$ cat config.mk
export PLATFORM = sky130hd
export DESIGN_NAME = prog_host
export DESIGN_NICKNAME = d
export VERILOG_FILES = /design/src/rtl/prog_host_pkg.sv /design/src/rtl/prog_host_instr_ram.sv /design/src/rtl/prog_host.sv
export SDC_FILE = /design/constraint.sdc
export NUM_CORES = 1
export LEC_CHECK = 0
export BUFFER_PORTS_ARGS = -buffer_cell sky130_fd_sc_hd__buf_4
export CAP_MARGIN = 20
export CORE_AREA = 4 4 150 152
export DETAILED_ROUTE_END_ITERATION = 8
export DIE_AREA = 0 0 154 156
export GPL_TIMING_DRIVEN = 0
export PLACE_DENSITY = 0.78
export SETUP_SLACK_MARGIN = 0.5
export SLEW_MARGIN = 10
export SYNTH_ARGS = -nofsm -noshare
export SYNTH_HDL_FRONTEND = slang
export SYNTH_SLANG_ARGS = --single-unit
$ cat constraint.sdc
create_clock -name Clock -period 2.6 [get_ports Clock]
set_clock_uncertainty 0.1 [all_clocks]
set_input_delay 0.26 -clock Clock [delete_from_list [all_inputs] [get_ports Clock]]
set_output_delay 0.26 -clock Clock [all_outputs]
set_load 0.01 [all_outputs]
$ cat src/rtl/prog_host_pkg.sv
// prog_host_pkg: shared widths and FSM state type for the program loader.
package prog_host_pkg;
    localparam int DATA_W = 9;
    localparam int ADDR_W = 5;
    localparam int DEPTH  = 2 ** ADDR_W;
    typedef enum logic [2:0] {IDLE, LOAD, ARMED, RUN, FINISH} prog_state_t;
endpackage

$ cat src/rtl/prog_host_instr_ram.sv
// instr_ram: simple dual-port instruction RAM, registered read returning old data on collision.
module instr_ram #(
    parameter int DATA_W = 9,
    parameter int ADDR_W = 5
) (
    input  logic              Clock,
    input  logic              Reset,
    input  logic              wr_en,
    input  logic [ADDR_W-1:0] wr_addr,
    input  logic [DATA_W-1:0] wr_data,
    input  logic [ADDR_W-1:0] rd_addr,
    output logic [DATA_W-1:0] rd_data
);
    logic [DATA_W-1:0] mem [2**ADDR_W];
    always_ff @(posedge Clock) begin
        if (wr_en) mem[wr_addr] <= wr_data;
    end
    always_ff @(posedge Clock) begin
        rd_data <= Reset ? '0 : mem[rd_addr];
    end
endmodule

$ cat src/rtl/prog_host.sv
// prog_host: loads a program into instruction RAM, then runs it by counting processor Done pulses.
module prog_host #(
    parameter int DATA_W = prog_host_pkg::DATA_W,
    parameter int ADDR_W = prog_host_pkg::ADDR_W,
    parameter int DEPTH  = prog_host_pkg::DEPTH
) (
    input  logic              Clock,
    input  logic              Reset,
    input  logic              LoadValid,
    input  logic [DATA_W-1:0] LoadData,
    input  logic              LoadLast,
    output logic              LoadReady,
    input  logic              Start,
    input  logic [ADDR_W-1:0] Addr,
    output logic [DATA_W-1:0] Data,
    output logic              Run,
    input  logic              Done,
    output logic [ADDR_W:0]   ProgLen,
    output logic [ADDR_W:0]   InstrCount,
    output logic              ProgDone,
    output logic              Overflow
);
    import prog_host_pkg::*;
    localparam logic [ADDR_W:0] ONE = 1;
    prog_state_t state;
    logic [ADDR_W-1:0] wptr;
    logic accept, full, last_done;
    always_comb begin
        LoadReady = state == IDLE || state == LOAD;
        accept    = LoadValid && LoadReady;
        full      = wptr == ADDR_W'(DEPTH - 1);
        last_done = InstrCount + ONE == ProgLen;
    end
    always_ff @(posedge Clock) begin
        if (Reset) begin
            state      <= IDLE;
            wptr       <= '0;
            ProgLen    <= '0;
            InstrCount <= '0;
            Overflow   <= 1'b0;
            Run        <= 1'b0;
            ProgDone   <= 1'b0;
        end else begin
            ProgDone <= 1'b0;
            case (state)
                IDLE, LOAD: if (accept) begin
                    wptr     <= wptr + ADDR_W'(1);
                    // a full RAM without LoadLast is truncated and treated as the last word
                    Overflow <= full && !LoadLast;
                    if (LoadLast || full) begin
                        ProgLen <= {1'b0, wptr} + ONE;
                        state   <= ARMED;
                    end else state <= LOAD;
                end
                ARMED: if (Start) begin
                    InstrCount <= '0;
                    Run        <= 1'b1;
                    state      <= RUN;
                end
                RUN: if (Done) begin
                    InstrCount <= InstrCount + ONE;
                    if (last_done) begin
                        Run      <= 1'b0;
                        ProgDone <= 1'b1;
                        state    <= FINISH;
                    end
                end
                FINISH: begin
                    wptr  <= '0;
                    state <= IDLE;
                end
                default: state <= IDLE;
            endcase
        end
    end
    instr_ram #(.DATA_W(DATA_W), .ADDR_W(ADDR_W)) u_ram (
        .Clock  (Clock),
        .Reset  (Reset),
        .wr_en  (accept),
        .wr_addr(wptr),
        .wr_data(LoadData),
        .rd_addr(Addr),
        .rd_data(Data)
    );
endmodule

==> summary.md <==
The gate count of the mapped netlist came out at 668. In the routed layout, each cell is associated on average with a via count of 6.54. The number of core rows was 53. Routed metal-1 wirelength: 11400 um. The detailed router finished its first iteration with 763 violations.

The number of synthesized flops with an enable pin is 288, and the switching portion of total power is 0.213. The number of port buffers works out to 42. The flow ran to the end, and the final reports show no timing, DRC or antenna violations. Timing would allow up to 490 MHz.

The run gives 0.237 as the global router's overall resource usage. The share of synthesized registers carrying an async set or reset came out at 0. The final weighted congestion in routability-driven placement is 0.914, and the final layout net count is 804.

The tools report the power share of the sequential group as 0.531. The layout has 1153 filler cells. The post-route core utilization was 0.723.

At the later pin of the worst-skew pair, clock insertion delay measures 0.55 ns. After detailed placement, the design holds a cell count of 985. STA classifies the critical path startpoint as a register. The tools report the final HPWL from detailed placement as 17200 um. Summed over all failing endpoints, the final setup total negative slack is 0 ns. The run gives 0.607 as the starting utilization of the core area. Among all cell types in the netlist, the one instantiated most often is sky130_fd_sc_hd__edfxtp_1. The tools report the cell internal power dissipation as 8.43 mW.

The tools report the clock power share as 0.407. The number of clock buffers added by TritonCTS is 30. Detailed routing placed a total of 2580 um of wire on met3. Excluding fillers, the count of instances in the completed layout stands at 1077.

The antenna diode count is 0, and the switching power total is 2.28 mW. The logs give 1 for the maximum level of the CTS H-tree and 0.0240 sq mm for the overall die area. The max-capacitance violation count is 0. The cell family contributing the most delay on the critical path is simple AND/OR/NAND/NOR gates.

The critical path's largest stage delay was 0.37 ns. Counting distinct cell types in the post-synthesis netlist gives 49. The clock period minus worst slack was 2.04 ns. The tools report the area inside the core boundary as 0.0210 sq mm. For the pin with the worst max-slew slack, the measured transition is 0.553 ns. The final period utilization is 0.785. The largest buffer count on any clock path is 3, and the fraction of synthesized cell area taken by the top area cell type is 0.678. Counting every net in the synthesized netlist gives 694. Detailed routing placed a total of 15900 um of wire on met2.

The overflow left after global routing is 0. For the register area share after synthesis, the log shows 0.728. The critical path in this run is classified as register to register. The share of cells above drive strength 1 was 0.296. Entering global routing, the biggest net connects 33 pins.

In this run the worst path has a maximum fanout of 10. Relative to the synthesized area, the layout overhead comes to 19.2%. The post-synthesis cell area was 0.0128 sq mm; the arrival time of data at the critical path endpoint was 2.14 ns.

Number of sinks on the clock net: 320. Setup repair after global routing could not meet its margin everywhere. In the final routed layout, each cell accounts on average for 28.3 um. The first global-routing pass estimated 42900 um of wire.

Data on the critical path is required at its endpoint by 2.70 ns. The number of I/O pins is 45. The tools report the kind of end point of the critical path as a register.

The total via count after detailed routing came out at 7044. The post-route antenna net violation count was 0; the total iterations of the first detailed-routing run was 5. The die is 154 um wide. The slowest stage of the critical path belongs to the cell sky130_fd_sc_hd__nor2_4. The relative contribution of combinational cells to total power was 0.062.

TritonCTS built the clock tree. Yosys printed 0 warnings. Synthesis inferred 320 register bits. The post-route DRC violation count was 0. The cell sitting at the root of the clock tree is a sky130_fd_sc_hd__clkbuf_16. The tools report the final setup violation count as 0. The highest layer touched by signal routing is met4. For the number of antenna violations at the first check in global routing, the log shows 0. The run gives 5.10 nW as the total leakage power. The tools report the via count of the first global-routing pass as 7074.

The commonest cells after synthesis are 288 x sky130_fd_sc_hd__edfxtp_1, 70 x sky130_fd_sc_hd__nor2_1, 48 x sky130_fd_sc_hd__mux4_2. The tools report the maximum ir drop on the vdd rail as 0.477 mV. In this run the power density over the cells is 704 mW/mm^2.

Average footprint of a synthesized cell: 19.1 sq um. The critical path goes through nor2_1, and2_1, buf_2, nand2_4, nor2_4. The run gives 0 as the number of failing hold endpoints at the final stage. sky130_fd_sc_hd__edfxtp_1 takes more of the synthesized area than any other cell. Vertical die dimension: 156 um. For the max-slew violation total from the final report, the log shows 0. The run gives 30500 um as the wire length after detailed routing. For the worst-case headroom to the max-slew limit, the log shows 0.631.

Clock-pin slew was measured on the worst setup and hold paths at 0.06 ns. Worst path buffer plus inverter count: 1. In the post-synthesis netlist, the biggest area contributors are sky130_fd_sc_hd__edfxtp_1 68%, sky130_fd_sc_hd__mux4_2 8.5%, sky130_fd_sc_hd__dfxtp_1 5.0%.

Among all flip-flop cells after synthesis, the most frequent one is sky130_fd_sc_hd__edfxtp_1. The type of the most critical hold path is primary input to register.
## cell families (layout without fill, tap and decap cells)
family	count (synthesis)	in the layout	share of synthesized area
compound gates	58	58	0.0332
fa+ha+maj	6	6	0.00589
buf+inv	41	174	0.0205
xor+xnor	11	11	0.00756
flops	320	320	0.728
simple gates	140	141	0.0545
mux	92	92	0.150
## stage by stage
stage	hold WS (ns)	cell area, sq um	total power, mW	worst slack (ns)
finish	0.0159	15200	10.7	0.558
CTS	0.00281	15000	10.6	0.450
detailed placement	0.373	13400	6.38	-0.193
floorplan	0.259	12800	6.13	0.458
global placement	0.365	13400	6.36	-0.0995
global route	0.0200	15200	11.0	0.467
## cell usage in the layout (no fill, tap or decap), drive strengths merged, types with 3 or more instances in the layout
master | netlist | routed
edfxtp | 288 | 288
nor3 | 10 | 10
xnor2 | 6 | 6
or3 | 12 | 12
inv | 4 | 5
o21ai | 5 | 5
xor2 | 5 | 5
and3 | 3 | 3
ha | 6 | 6
dfxtp | 32 | 32
mux4 | 72 | 72
nand2 | 9 | 9
mux2i | 20 | 20
or3b | 3 | 3
a211oi | 8 | 8
dlygate4sd3 | 0 | 3
nand3b | 5 | 5
a21oi | 13 | 13
buf | 19 | 94
a211o | 8 | 8
o221ai | 7 | 7
a221oi | 7 | 7
nor2 | 70 | 71
nand3 | 4 | 4
nand4 | 3 | 3
clkbuf | 18 | 58
clkinv | 0 | 11
nor2b | 6 | 6
bufinv | 0 | 3
nand2b | 4 | 4
## power groups by stage
stage	logic [mW]	registers (mW)	clock network, mW
final	0.664	5.68	4.36
after detailed placement	0.595	5.79	0
after floorplan	0.338	5.79	0
after global routing	0.706	5.68	4.66
after global placement	0.574	5.78	0
after CTS	0.641	5.68	4.32
## worst reg2reg max path, cell delays in order, from the launching register on
cell and delay (ns):
sky130_fd_sc_hd__dfxtp_1 0.33, sky130_fd_sc_hd__nor2_1 0.18, sky130_fd_sc_hd__and2_1 0.17, sky130_fd_sc_hd__buf_2 0.30
sky130_fd_sc_hd__nand2_4 0.25, sky130_fd_sc_hd__nor2_4 0.37
## sequential cells by signal (all words and copies together), names as in the netlist
name           cells
InstrCount         6
Overflow           1
ProgDone           1
ProgLen            6
Run                1
state              3
u_ram.mem        288
u_ram.rd_data      9
wptr               5
## routing by layer
layer | vias up | track usage
li1 | 2965 | -
met5 | - | 0
met1 | 3598 | 0.325
met4 | 0 | 0.0639
met2 | 423 | 0.405
met3 | 58 | 0.0386
## final cells by class
cell class | instances | area [sq um] | area share
tap | 275 | 344 | 0.0226
buffer | 37 | 256 | 0.0169
clock buffer | 41 | 823 | 0.0542
multi-input combinational | 308 | 3490 | 0.229
clock inverter | 15 | 151 | 0.00996
inverter | 4 | 15.0 | 0.000988
timing repair buffer | 77 | 836 | 0.0550
sequential | 320 | 9290 | 0.611
## worst paths after layout
check | cells past startpoint | slack (ns) | endpoint | from
worst max register to register | 5 | 0.56 | u_ram.mem[20][0] | state[2]
worst min register to register | 2 | 0.38 | Overflow | Overflow
worst min-delay path | 3 | 0.02 | state[1] | LoadValid
worst max-delay path | 5 | 0.56 | u_ram.mem[20][0] | state[2]
## timing repair
action / CTS / global route
resized for setup: 67 / 17
endpoints found under the hold margin: 3 / 0
gates cloned: 0 / 1
setup buffers: 22 / 10
pin swaps: 13 / 15
hold buffers: 3 / 0
endpoints found under the setup margin: 294 / 277
Note: power is estimated with default switching activity, not from simulation.
